### config.mk
export PLATFORM = sky130hd
export DESIGN_NAME = aes_encipher_round
export DESIGN_NICKNAME = d
export VERILOG_FILES = /design/src/rtl/aes_encipher_round.sv
export SDC_FILE = /design/constraint.sdc
export NUM_CORES = 1
export LEC_CHECK = 0
export CAP_MARGIN = 20
export CELL_PAD_IN_SITES_DETAIL_PLACEMENT = 1
export CELL_PAD_IN_SITES_GLOBAL_PLACEMENT = 1
export CORE_AREA = 2 2 249 251
export CTS_BUF_LIST = sky130_fd_sc_hd__clkbuf_4 sky130_fd_sc_hd__clkbuf_8
export CTS_CLUSTER_SIZE = 30
export DETAILED_ROUTE_END_ITERATION = 8
export DIE_AREA = 0 0 251 253
export DONT_BUFFER_PORTS = 1
export PLACE_DENSITY_LB_ADDON = 0.05
export SYNTH_ARGS = -nofsm -noshare
export SYNTH_HDL_FRONTEND = slang
export SYNTH_SLANG_ARGS = --single-unit
### constraint.sdc
create_clock -name clk -period 1.95 [get_ports clk]
set_input_delay 0.585 -clock clk [delete_from_list [all_inputs] [get_ports clk]]
set_output_delay 0.585 -clock clk [all_outputs]
set_load 0.01 [all_outputs]
### src/rtl/aes_encipher_round.sv
// One AES-128 encryption round: SubBytes via external S-box, ShiftRows, MixColumns, AddRoundKey.
// Define AES_FINAL_ROUND_EN to bypass MixColumns (AES round 10); latency stays 3 cycles.
module aes_encipher_round (
  input  logic         clk,
  input  logic         reset_n,
  input  logic [127:0] input_block,
  input  logic [127:0] round_key,
  output logic [127:0] old_sbox,
  input  logic [127:0] new_sbox,
  output logic [127:0] output_block,
  output logic         output_ctrl,
  output logic         ready
);

  typedef enum logic [1:0] {IDLE, SUB, MIX, DONE} fsm_t;

  fsm_t         fsm_reg, fsm_next;
  logic [127:0] state_reg, state_next;
  logic [127:0] out_reg, out_next;
  logic         ready_reg, ready_next;
  logic         ctrl_reg, ctrl_next;

  logic [127:0] shifted;
  logic [127:0] round_core;

  // ShiftRows: byte (col c, row r) comes from column (c + r) mod 4 of the same row.
  for (genvar gi = 0; gi < 4; gi++) begin : g_col
    for (genvar gj = 0; gj < 4; gj++) begin : g_row
      assign shifted[127-8*(4*gi+gj) -: 8] = state_reg[127-8*(4*((gi+gj)%4)+gj) -: 8];
    end
  end

`ifdef AES_FINAL_ROUND_EN
  assign round_core = shifted;
`else
  function automatic logic [7:0] xtime(input logic [7:0] b);
    return {b[6:0], 1'b0} ^ (b[7] ? 8'h1b : 8'h00);
  endfunction

  logic [127:0] mixed;

  for (genvar gi = 0; gi < 4; gi++) begin : g_mix
    logic [7:0] s0, s1, s2, s3;
    assign s0 = shifted[127-32*gi -: 8];
    assign s1 = shifted[119-32*gi -: 8];
    assign s2 = shifted[111-32*gi -: 8];
    assign s3 = shifted[103-32*gi -: 8];
    assign mixed[127-32*gi -: 8] = xtime(s0) ^ xtime(s1) ^ s1 ^ s2 ^ s3;
    assign mixed[119-32*gi -: 8] = s0 ^ xtime(s1) ^ xtime(s2) ^ s2 ^ s3;
    assign mixed[111-32*gi -: 8] = s0 ^ s1 ^ xtime(s2) ^ xtime(s3) ^ s3;
    assign mixed[103-32*gi -: 8] = xtime(s0) ^ s0 ^ s1 ^ s2 ^ xtime(s3);
  end

  assign round_core = mixed;
`endif

  always_comb begin
    fsm_next   = fsm_reg;
    state_next = state_reg;
    out_next   = out_reg;
    ready_next = ready_reg;
    ctrl_next  = 1'b0;
    case (fsm_reg)
      IDLE: begin
        state_next = input_block;
        fsm_next   = SUB;
      end
      SUB: begin
        state_next = new_sbox;
        fsm_next   = MIX;
      end
      MIX: begin
        out_next   = round_core ^ round_key;
        ready_next = 1'b1;
        ctrl_next  = 1'b1;
        fsm_next   = DONE;
      end
      DONE: begin
        fsm_next = DONE;
      end
      default: fsm_next = IDLE;
    endcase
  end

  // Reset input is active-high even though it carries the legacy _n name.
  always_ff @(posedge clk) begin
    if (reset_n) begin
      fsm_reg   <= IDLE;
      state_reg <= '0;
      out_reg   <= '0;
      ready_reg <= 1'b0;
      ctrl_reg  <= 1'b0;
    end else begin
      fsm_reg   <= fsm_next;
      state_reg <= state_next;
      out_reg   <= out_next;
      ready_reg <= ready_next;
      ctrl_reg  <= ctrl_next;
    end
  end

  assign old_sbox     = state_reg;
  assign output_block = out_reg;
  assign output_ctrl  = ctrl_reg;
  assign ready        = ready_reg;

endmodule

=== After elaboration in Yosys (flattened, before gate mapping) ===
Cells that the tools add are included.

* Input bits: 386
* Output and inout port bits: 258
* Register bits: 260
* Word-level logic and storage cells: 111

* Mux-type cells: 19
* Reductions and logical operators: 3
* Equality and inequality tests: 3
* Bitwise logic cells: 81

{| class="wikitable"
|+ Operator list
! operator !! count
|-
| bitwise XOR 8 bit || 64
|-
| case mux 128 bit (2 select lines) || 1
|-
| bitwise XOR 128 bit || 1
|-
| bitwise XOR 8 x 5 -> 8 bit || 16
|-
| two-way mux 5 bit || 16
|-
| case mux 2 bit (3 select lines) || 1
|-
| == test 2 bit, second input constant || 2
|-
| == test 2 x 1 -> 1 bit, second input constant || 1
|-
| zero test 2 bit || 1
|-
| nonzero test 2 bit || 1
|-
| OR reduction 2 bit || 1
|-
| two-way mux 1 bit || 1
|}

=== Longest topological paths before layout ===
Gate-level depths: netlist (run 1).

* Depth after elaboration: 7
* Mapped depth: 7
* Gate-level depth less buffers: 4

=== Worst setup path after synthesis (run 1) ===
No wires, ideal clock.

* Path type: reg-to-reg
* Start: register state_reg[49] (netlist: old_sbox[49])
* End: register out_reg[73] (netlist: output_block[73])
* Setup slack: 0.361 ns
* Required time: 1.864 ns
* Stages on the path, launching flop included: 6
* Library setup time: 0.086 ns
* Period minus slack after synthesis: 1.589 ns
* Data arrival time: 1.504 ns
* Cell sequence: dfxtp_1 -> clkbuf_1 -> xnor3_1 -> xor2_1 -> xnor2_1 -> a211oi_1

* Longest elaborated chain between the ends: 5

{| class="wikitable"
|+ Ends and longest elaborated chain
! item !! RTL line !! RTL
|-
| start: declaration || 18 || <nowiki>logic [127:0] state_reg, state_next;</nowiki>
|-
| start signal: assignment || 95 || <nowiki>state_reg <= state_next;</nowiki>
|-
| bitwise XOR 8 bit (4 in a row) || 50 || <nowiki>assign mixed[111-32*gi -: 8] = s0 ^ s1 ^ xtime(s2) ^ xtime(s3) ^ s3;</nowiki>
|-
| bitwise XOR 128 bit || 73 || <nowiki>out_next = round_core ^ round_key;</nowiki>
|-
| end signal: assignment || 96 || <nowiki>out_reg <= out_next;</nowiki>
|-
| end: declaration || 19 || <nowiki>logic [127:0] out_reg, out_next;</nowiki>
|}

No other way between the ends.
A chain may end at the register's enable or synchronous reset.

=== Worst setup path in the final report (run 1) ===
* Start: register state_reg[46] (netlist: old_sbox[46])
* End: output port old_sbox[46]

{| class="wikitable"
|+ RTL lines
! item !! RTL line !! RTL
|-
| end: declaration || 8 || <nowiki>output logic [127:0] old_sbox,</nowiki>
|}

No word-level cell between the ends.

==> results of run 1 <==
-- cells in the final DEF, fill, tap and decap left out, types with 19 or more instances in the layout --
cell type	instances
xnor2_1	482
nor2_1	388
dfxtp_1	234
a21oi_1	129
mux2i_1	128
a211oi_1	127
buf_4	91
clkbuf_8	66
xor2_1	65
clkbuf_4	28
dfxtp_2	19
-- path summary, 6_finish.rpt --
path | end | cells after the start | slack [ns]
worst max-delay path | old_sbox[46] | 0 | 0.09
worst min register to register | output_block[79] | 2 | 0.54
worst min-delay path | output_block[52] | 1 | 0.09
worst max register to register | old_sbox[30] | 6 | 0.10
-- stage by stage --
step | setup slack, ns | cell area (um2)
2_1_floorplan | 0.3606 | 15110
3_3_place_gp | 0.2311 | 16470
3_5_place_dp | 0.2210 | 16470
4_1_cts | 0.002651 | 17820
5_1_grt | 0.0009889 | 17960
6_report | 0.08658 | 17960
-- area by class of cell --
cell class | instances | area (um2) | share of cell area
Multi-Input combinational cell | 1335 | 9410 | 0.5240
Sequential cell | 260 | 5255 | 0.2926
Timing Repair Buffer | 118 | 1140 | 0.06347
Clock buffer | 94 | 1119 | 0.06229
Tap cell | 790 | 988.4 | 0.05504
Clock inverter | 6 | 35.03 | 0.001951
Antenna cell | 3 | 7.507 | 0.0004180
Inverter | 1 | 3.754 | 0.0002090
-- power by group through the flow --
stage,clock (uW),sequential [uW],combinational (uW)
after detailed placement,0,6930,5890
after global placement,0,6930,5850
after CTS,6550,6830,5990
after global routing,6790,6880,6540
after floorplan,0,6630,4520
final,6250,6800,5940
-- what timing repair did --
item | in CTS | in global routing
hold endpoints to repair | 93 | 0
buffers inserted | 0 | 3
endpoints found under the setup margin | 24 | 12
gates cloned | 0 | 3
pin swaps | 0 | 0
hold buffers | 13 | 0
resized for setup | 29 | 7
-- layer usage --
layer,vias up,global-route usage,part of all wire
li1,5772,-,-
met3,78,0.06414,0.079
met1,5667,0.2162,0.39
met2,431,0.3486,0.51
met5,-,0,0
met4,0,0.04762,0.021
-- logic make-up after synthesis --
family,count (synthesis)
multiplexers,128
flip-flops,260
AO/OA/AOI/OAI,257
buffers and inverters,117
XOR/XNOR,560
AND/OR/NAND/NOR,390
==> results by group, run 1 <==
Global routing
  • Vias in the first global route: 12389
  • Largest net degree at the start of global routing: 181
  • Total track usage: 0.1924
  • Initial antenna violation count: 1
  • Global-route wire length before repair: ~89 mm
  • Total grt overflow: 0

Timing
  • Rel. slew slack: 0.5586
  • Least-Margin Pin Slew: between 0.6 and 0.7 ns
  • Hold Violations, Final: 0
  • Post-layout min period: 1.863 ns
  • RSZ-0062 raised after global routing: false
  • Slew Viols, Final: 0
  • Final setup vio count: 0
  • Fin crit share: 0.9556
  • Sum of negative setup slack: 0 ns
  • Fin Clk Skew: between 0.02 and 0.025 ns
  • Fmax: 536.6 MHz
  • Final hold slack: 0.09079 ns

Detailed routing
  • WL/cell: approximately 25 um
  • Total number of vias: 11948
  • Routed WL: approximately 65 mm
  • DRC Markers: 0
  • Drt first pass iters: 6
  • Routed Antenna Nets: 0
  • DR vias/cell: 4.583
  • 1st-iter DRT viols: 502

Yosys
  • Avg Inst Size Synth: between 8 and 9 um2
  • Main combinational cell family by area after synthesis: XOR/XNOR gates
  • XOR/XNOR share of the synthesized area: 0.3340
  • Top-area cell type share of the netlist area: 0.3446
  • Adder-cell share of the synthesized area: 0
  • Seq/Total Area, Yosys: 0.3446
  • Number of synthesized flops with an enable pin: 0
  • Post-synthesis compound-gate area fraction: 0.1067
  • Leading post-synthesis cells by cell area: dfxtp_1 34%, xnor2_1 28%, nor2_1 9.7%, mux2i_1 8.5%, a211oi_1 6.3%
  • Warnings from Yosys: 0
  • Post-Syn Area: between 15000 and 20000 um2
  • Distinct cell type count of the synthesized netlist: 18
  • Main synth FF type: dfxtp_1
  • Commonest cells in the netlist: 482 x xnor2_1, 389 x nor2_1, 260 x dfxtp_1
  • Yosys reg bits: 260
  • Yosys top cell by area: dfxtp_1
  • Async S/R FF share, synth: 0
  • Post-synthesis instance total: about 1700
  • Most instantiated library cell after synthesis: xnor2_1
  • Mux cell area share after synthesis: 0.08482
  • Post-Synth Simple-Gate Area: 0.09699
  • Mapped Nets: about 2100

Critical path
  • CP max FO: 5
  • Crit path from: old_sbox[46]
  • Kind of critical path: reg2out
  • Worst r2r src: fsm_reg[0]
  • Critical Path RT: 1.36 ns
  • CP startpoint kind: register
  • Critical path endpoint category: output pin
  • Crit path arrival time: approximately 1.3 ns

Clocking
  • Worst-skew pair later-pin latency: roughly 0.64 ns
  • Root Buffer: clkbuf_8
  • Inserted Clock Buffers: between 50 and 60
  • H-tree levels: 2
  • Clock sinks: between 200 and 300
  • Clk slew on worst S/H paths: about 0.06 ns
  • CTS tree: built
  • Clock Path Buffers: 3

Pwr
  • Total power: 18990 uW
  • P_int: between 10000 and 15000 uW
  • P_sw: ~6700 uW
  • Sw frac: 0.3512
  • Sequential power share: 0.358
  • Static Leak: 0.006451 uW
  • Clock Power Share: 0.329
  • Maximum vdd drop: ~0.39 mV
  • Power per cell area: between 1000 and 1500 nW/um2
  • Comb pwr share: 0.313

Placed design
  • PortBufs: 0
  • Placed Cells: 2485
  • Final Wtd Congestion: approximately 0.80
  • HPWL after DPL: around 49 mm

Status
  • Outcome: completed

Final layout
  • Fin cells: 2607
  • Core Util, Final: 0.2943
  • Nets: between 2000 and 2500
  • Layout overhead on the synthesized area: 18.89%
  • FILL cells: 7154
  • Layout cells sized above 1: 0.1340

Min path
  • Hold Startpoint: reset_n
  • HP Class: in2reg

Job
  • Max cap viols: 0

Floorplanning
  • Core area: approximately 61000 um2
  • Row Count: 91
  • Die Height: 253 um
  • Die W: between 200 and 300 um
  • Die area: between 60000 and 70000 um2
  • Initial core utilization: 0.2475
  • I/O pin count: 644
Note: power is estimated with default switching activity, not from simulation.
==> run 2, diff against run 1 <==
- ABC_AREA: unset -> 1
- CORE_AREA: 2 2 249 251 -> 2 2 250 252
- DIE_AREA: 0 0 251 253 -> 0 0 252 254
==> run 2 against run 1 <==
- routed wire length rose by 29%
- clock skew rose by 0.0046 ns
- flip-flop and latch count did not move
- non-clock buffer count fell by 3
- hold slack got worse by 0.011 ns
- die area rose by 0.80%
- synthesized area rose by 27%
- via count rose by 56%
==> results by group, run 2 <==
Yosys
  • Number of synthesized flops with an enable pin: 0 (unchanged)
  • Commonest cells in the netlist: 1112 x nand2_1, 435 x inv_1, 299 x nor2_1
  • Main synth FF type: dfxtp_1
  • Yosys reg bits: 260 (unchanged)
  • Distinct cell type count of the synthesized netlist: 32 (+14)
  • Warnings from Yosys: 0 (unchanged)
  • Post-synthesis instance total: 3103 (+81%)
  • Top-area cell type share of the netlist area: 0.2714 (-0.07317)
  • Leading post-synthesis cells by cell area: dfxtp_1 27%, nand2_1 22%, xnor2_1 10%, xor2_1 9.6%, inv_1 8.5%
  • Post-Syn Area: 19180 um2 (+27%)
  • Mapped Nets: 3489 (+66%)
  • Yosys top cell by area: dfxtp_1
  • Avg Inst Size Synth: 6.181 um2 (-30%)
  • Seq/Total Area, Yosys: 0.2714 (-0.07317)
  • Async S/R FF share, synth: 0 (unchanged)
  • Most instantiated library cell after synthesis: nand2_1

Floorplanning
  • Row Count: 91 (unchanged)
  • Die W: 252 um (+0.40%)
  • Initial core utilization: 0.3131 (+0.06557)
  • Core area: 61260 um2 (+0.37%)
  • Die area: 64010 um2 (+0.80%)
  • Die Height: 254 um (+0.40%)
  • I/O pin count: 644 (unchanged)

Timing
  • Post-layout min period: 1.874 ns (+0.01052 ns)
  • Slew Viols, Final: 0 (unchanged)
  • Least-Margin Pin Slew: 0.6489 ns (-0.008464 ns)
  • Rel. slew slack: 0.5674 (+0.008793)
  • Sum of negative setup slack: 0 ns (unchanged)
  • Setup ws final: 0.07606 ns (-0.01052 ns)
  • Hold Violations, Final: 0 (unchanged)
  • Final setup vio count: 0 (unchanged)
  • RSZ-0062 raised after global routing: false
  • Fin crit share: 0.9610 (+0.005396)
  • Fin Clk Skew: 0.02504 ns (+0.004574 ns)
  • Fmax: 533.6 MHz (-0.56%)

Critical path
  • CP max FO: 5 (unchanged)
  • Critical path's slowest cell: dfxtp_2
  • Critical Path RT: 1.36 ns (about the same)
  • R2r endpoint: output_block[86]
  • Kind of critical path: reg2out
  • CP Cell Sequence: buf_4
  • CP startpoint kind: register
  • Crit path arrival time: 1.29 ns (about the same)
  • Max stage delay on crit path: approximately 0.46 ns
  • Worst r2r src: old_sbox[53]
  • R2R Setup Slk: 0.25 ns (+0.15 ns)
  • Critical path endpoint category: output pin
  • Buf+Inv Stages, Crit Path: 1
  • Crit-path leading delay family: flip-flops
  • FF-to-FF path depth: 7 (+1)

Placed design
  • Placed Cells: 3842 (+55%)
  • Pre-CTS WS: 0.2554 ns (+0.03440 ns)
  • PortBufs: 0 (unchanged)
  • HPWL after DPL: 66.25 mm (+36%)
  • Final Wtd Congestion: 0.8624 (+7.3%)

Min path
  • Hold Path Sink: output_block[62]
  • Hold Startpoint: reset_n
  • HP Class: in2reg
  • Cell depth of the worst min-delay path: 3 (+2)

Pwr
  • Static Leak: 0.01130 uW (+75%)
  • Power per cell area: 905.6 nW/um2 (-14%)
  • Maximum vdd drop: 0.3710 mV (-3.9%)
  • Total power: 19600 uW (+3.2%)

Final layout
  • Layout cells sized above 1: 0.09466 (-0.03929)
  • Most frequent cells in the layout: 1112 x nand2_1, 435 x inv_1, 298 x nor2_1
  • Nets: 3495 (+62%)
  • Most common cell after layout, fill and taps aside: nand2_1
  • Layout overhead on the synthesized area: 12.87%
  • Core Util, Final: 0.3534 (+0.05910)
  • Fin cells: 3950 (+52%)

Detailed routing
  • WL/cell: 21.17 um (-15%)
  • 1st-iter DRT viols: 648 (+29%)
  • DR vias/cell: 4.733 (+3.3%)
  • Drt first pass iters: 5 (-1)
  • Total number of vias: 18694 (+56%)
  • Routed Antenna Nets: 0 (unchanged)
  • DRC Markers: 0 (unchanged)
  • Routed WL: 83.64 mm (+29%)

Clocking
  • Clock Path Buffers: 3 (unchanged)
  • Clk slew on worst S/H paths: 0.06 ns (about the same)
  • CTS tree: built
  • Root Buffer: clkbuf_8
  • Inserted Clock Buffers: 55 (-1.8%)
  • H-tree levels: 2 (unchanged)
  • Worst-skew pair later-pin latency: 0.66 ns (+0.02 ns)
  • Clock sinks: 260 (unchanged)

Global routing
  • Total track usage: 0.2536 (+0.06120)
  • Global-route wire length before repair: 121.7 mm (+36%)
  • Initial antenna violation count: 16 (+15)
  • Largest net degree at the start of global routing: 118 (-35%)
  • Total grt overflow: 0 (unchanged)
  • Vias in the first global route: 19197 (+55%)

Job
  • Max cap viols: 0 (unchanged)

Status
  • Outcome: completed
run 2: cell count changes in the layout (fill, tap and decap cells not counted), moves of 44 or more:
cell and change:
nand3_1 +246, xnor2_1 -261, mux2i_1 -128, a211oi_1 -127, nor2_1 -90, a21oi_1 -119, o211ai_1 +44, inv_1 +435
nand2_1 +1112, xor2_1 +145
run 2: what timing repair did:
item,CTS,global route
hold endpoints to repair,2,0
setup endpoints to repair,45,10
pin swaps,0,0
resized for setup,54,10
buffers inserted,0,0
hold buffers,1,0
run 2: final cells by class:
type | count | area [um2]
inverters | 441 | 1665
flip-flops and latches | 260 | 5300
repair buffers | 115 | 1045
clock buffers | 92 | 1154
fillers | 8051 | 39610
diodes | 12 | 30.03
multi-input cells | 2236 | 11440
clock inverters | 4 | 20.02
well taps | 790 | 988.4
run 2: worst max-delay path by stage:
| stage | end | depth (start not counted) | start |
|---|---|---|---|
| floorplan | old_sbox[100] | 6 | reset_n |
| global placement | output_block[86] | 6 | old_sbox[53] |
| detailed placement | output_block[93] | 8 | old_sbox[53] |
| CTS | old_sbox[60] | 1 | old_sbox[60] |
| global route | old_sbox[66] | 1 | old_sbox[66] |
| finish | old_sbox[51] | 1 | old_sbox[51] |
run 2: through the flow:
| step | hold WS [ns] | instance area, um2 |
|---|---|---|
| 2_1_floorplan | 0.5049 | 19180 |
| 3_3_place_gp | 0.5493 | 20340 |
| 3_5_place_dp | 0.5600 | 20340 |
| 4_1_cts | 0.009193 | 21600 |
| 5_1_grt | 0.03954 | 21640 |
| 6_report | 0.07945 | 21650 |
run 2: layer usage:
metal  wire, um  up-vias  GRT usage
met3       6980      136    0.09096
met1      32530     8817     0.2790
met5         42        -          0
met4       3067        8    0.09772
li1           -     9231          -
met2      41020      502     0.4453
run 2: cells by family (layout without fill, tap and decap cells):
| kind of cell | after synthesis | in the layout | share of synthesized area |
|---|---|---|---|
| xor+xnor | 446 | 446 | 0.2107 |
| flops | 260 | 260 | 0.2714 |
| other cells | 0 | 12 | 0 |
| simple gates | 1691 | 1691 | 0.3519 |
| compound gates | 99 | 99 | 0.03366 |
| buf+inv | 607 | 652 | 0.1323 |
run 2: where the power goes:
part	switching, uW	internal [uW]	total (uW)
Combinational	3800	2480	6280
Clock	2760	3670	6440
Sequential	1050	5840	6880
Total	7610	12000	19600
==> run 3, diff against run 2 <==
- RECOVER_POWER: unset -> 100
==> run 3 against run 2 <==
- sequential power about the same
- global-route usage unchanged
- clock power about the same
- largest power group unchanged
- die area unchanged
- power decreased by 0.39%
- flip-flop and latch count unchanged
- largest cell class unchanged
- non-clock buffer count unchanged
- critical path depth unchanged
- clock skew decreased by 0.00078 ns
- final area decreased by 0.84%
- sequential share of layout area increased by 0.21 points
==> results by group, run 3 (synthesized netlist as in run 2, its figures left out) <==
Global routing
  • Met2 Use GR: 0.4453 (unchanged)
  • Vias in the first global route: 19197 (unchanged)
  • Total grt overflow: 0 (unchanged)
  • Met3 GRT Util: 0.09096 (unchanged)
  • Largest net degree at the start of global routing: 118 (unchanged)
  • Global-route wire length before repair: 121.7 mm (unchanged)
  • Busiest grt layer: met2
  • Total track usage: 0.2536 (unchanged)
  • Initial antenna violation count: 16 (unchanged)
  • M1 GR Usage: 0.2790 (unchanged)

Detailed routing
  • DRC Markers: 0 (unchanged)
  • Routed Antenna Nets: 0 (unchanged)
  • WL/cell: 21.19 um (about the same)
  • Routed WL: 83.71 mm (about the same)
  • 1st-iter DRT viols: 609 (-6.0%)
  • Drt first pass iters: 4 (-1)
  • DR vias/cell: 4.728 (about the same)
  • Total number of vias: 18677 (-0.091%)

Pwr
  • Power per cell area: 909.7 nW/um2 (+0.45%)
  • Maximum vdd drop: 0.3709 mV (about the same)
  • Static Leak: 0.01122 uW (-0.73%)

Clocking
  • Worst-skew pair later-pin latency: 0.66 ns (about the same)
  • H-tree levels: 2 (unchanged)
  • Clock Path Buffers: 3 (unchanged)
  • Clock sinks: 260 (unchanged)
  • CTS tree: built
  • Clk slew on worst S/H paths: 0.06 ns (about the same)
  • Inserted Clock Buffers: 55 (unchanged)
  • Root Buffer: clkbuf_8

Timing
  • Least-Margin Pin Slew: 1.232 ns (+0.5832 ns)
  • Fin crit share: 0.9613 (about the same)
  • Final setup vio count: 0 (unchanged)
  • Final hold slack: 0.07976 ns (+0.0003039 ns)
  • RSZ-0062 raised after global routing: false
  • Slew Viols, Final: 0 (unchanged)
  • Setup ws final: 0.07542 ns (-0.0006426 ns)
  • Sum of negative setup slack: 0 ns (unchanged)
  • Post-layout min period: 1.875 ns (+0.0006426 ns)
  • Fmax: 533.5 MHz (about the same)
  • Fin Clk Skew: 0.02426 ns (-0.0007780 ns)
  • Hold Violations, Final: 0 (unchanged)
  • Rel. slew slack: 0.1786 (-0.3888)

Final layout
  • Layout overhead on the synthesized area: 11.92%
  • Core Util, Final: 0.3504 (-0.002962)
  • FILL cells: 8074 (+0.29%)
  • Finished Cell Area: 21460 um2 (-0.84%)
  • Most common cell after layout, fill and taps aside: nand2_1
  • Most frequent cells in the layout: 1112 x nand2_1, 435 x inv_1, 298 x nor2_1
  • Layout cells sized above 1: 0.09180 (-0.002859)
  • Nets: 3495 (unchanged)

Critical path
  • CP startpoint kind: register
  • Crit path from: old_sbox[51]
  • Critical path endpoint category: output pin
  • CP Cell Sequence: buf_4
  • Critical Path RT: 1.36 ns (about the same)
  • Critical path's slowest cell: dfxtp_2
  • CP max FO: 5 (unchanged)
  • Crit-path leading delay family: flip-flops
  • Max stage delay on crit path: 0.46 ns (about the same)
  • Crit path arrival time: 1.29 ns (about the same)
  • Kind of critical path: reg2out
  • Worst r2r src: fsm_reg[1]
  • Buf+Inv Stages, Crit Path: 1 (unchanged)

Floorplanning
  • Core area: 61260 um2 (unchanged)
  • Row Count: 91 (unchanged)
  • Die Height: 254 um (unchanged)
  • I/O pin count: 644 (unchanged)
  • Die area: 64010 um2 (unchanged)
  • Die W: 252 um (unchanged)
  • Initial core utilization: 0.3131 (unchanged)

Min path
  • Hold Startpoint: reset_n
  • HP Class: in2reg

Job
  • Max cap viols: 0 (unchanged)

Placed design
  • PortBufs: 0 (unchanged)
  • HPWL after DPL: 66.25 mm (unchanged)
  • Final Wtd Congestion: 0.8624 (unchanged)
  • Area after DPL: 20340 um2 (unchanged)
  • Pre-CTS WS: 0.2554 ns (unchanged)

Status
  • Outcome: completed
==> run 3: changes by cell type in the layout (fill, tap and decap cells not counted) <==
cell / previous run / this run
buf_4: 99 / 52
clkbuf_2: 0 / 28
clkbuf_4: 18 / 28
clkbuf_1: 0 / 9
buf_12: 14 / 8
buf_2: 0 / 4
buf_6: 1 / 3
o21ai_0: 27 / 29
o21ai_1: 2 / 0
and2_0: 0 / 1
and2_1: 1 / 0
==> run 3: through the flow <==
| step | std cells | power [uW] |
|---|---|---|
| after floorplan | 3103 | 11420 |
| after global routing | 3947 | 20990 |
| final | 3950 | 19530 |
| after global placement | 3842 | 13100 |
| after CTS | 3938 | 19970 |
| after detailed placement | 3842 | 13320 |
==> run 3: path summary, 6_finish.rpt <==
kind | to | slack [ns] | cells after the start
max | old_sbox[51] | 0.08 | 1
min | output_block[62] | 0.08 | 3
max reg2reg | old_sbox[71] | 0.09 | 5
min reg2reg | ready | 0.56 | 2
==> run 3: layout make-up <==
class                           count  area [um2]  area share
Antenna cell                       12       30.03    0.001399
Clock buffer                       92        1154     0.05375
Clock inverter                      4       20.02   0.0009327
Inverter                          441        1665     0.07759
Multi-Input combinational cell   2236       11440      0.5331
Sequential cell                   260        5300      0.2469
Tap cell                          790       988.4     0.04605
Timing Repair Buffer              115       863.3     0.04022
==> run 3: per-layer routing <==
metal	wire, um	up-vias
li1	-	9225
met1	32680	8811
met2	40960	495
met3	6868	138
met4	3158	8
met5	42	-
==> run 3: what timing repair did <==
| action | 4_1_cts | 5_1_grt |
|---|---|---|
| pin swaps | 0 | 0 |
| endpoints found under the hold margin | 2 | 0 |
| setup endpoints to repair | 45 | 10 |
| hold buffers | 1 | 0 |
| buffers inserted | 0 | 0 |
| resized for setup | 54 | 10 |
==> run 3: power breakdown <==
part | switching (uW) | internal, uW | total [uW]
Combinational | 3790 | 2410 | 6200
Clock | 2770 | 3670 | 6440
Sequential | 1050 | 5840 | 6880
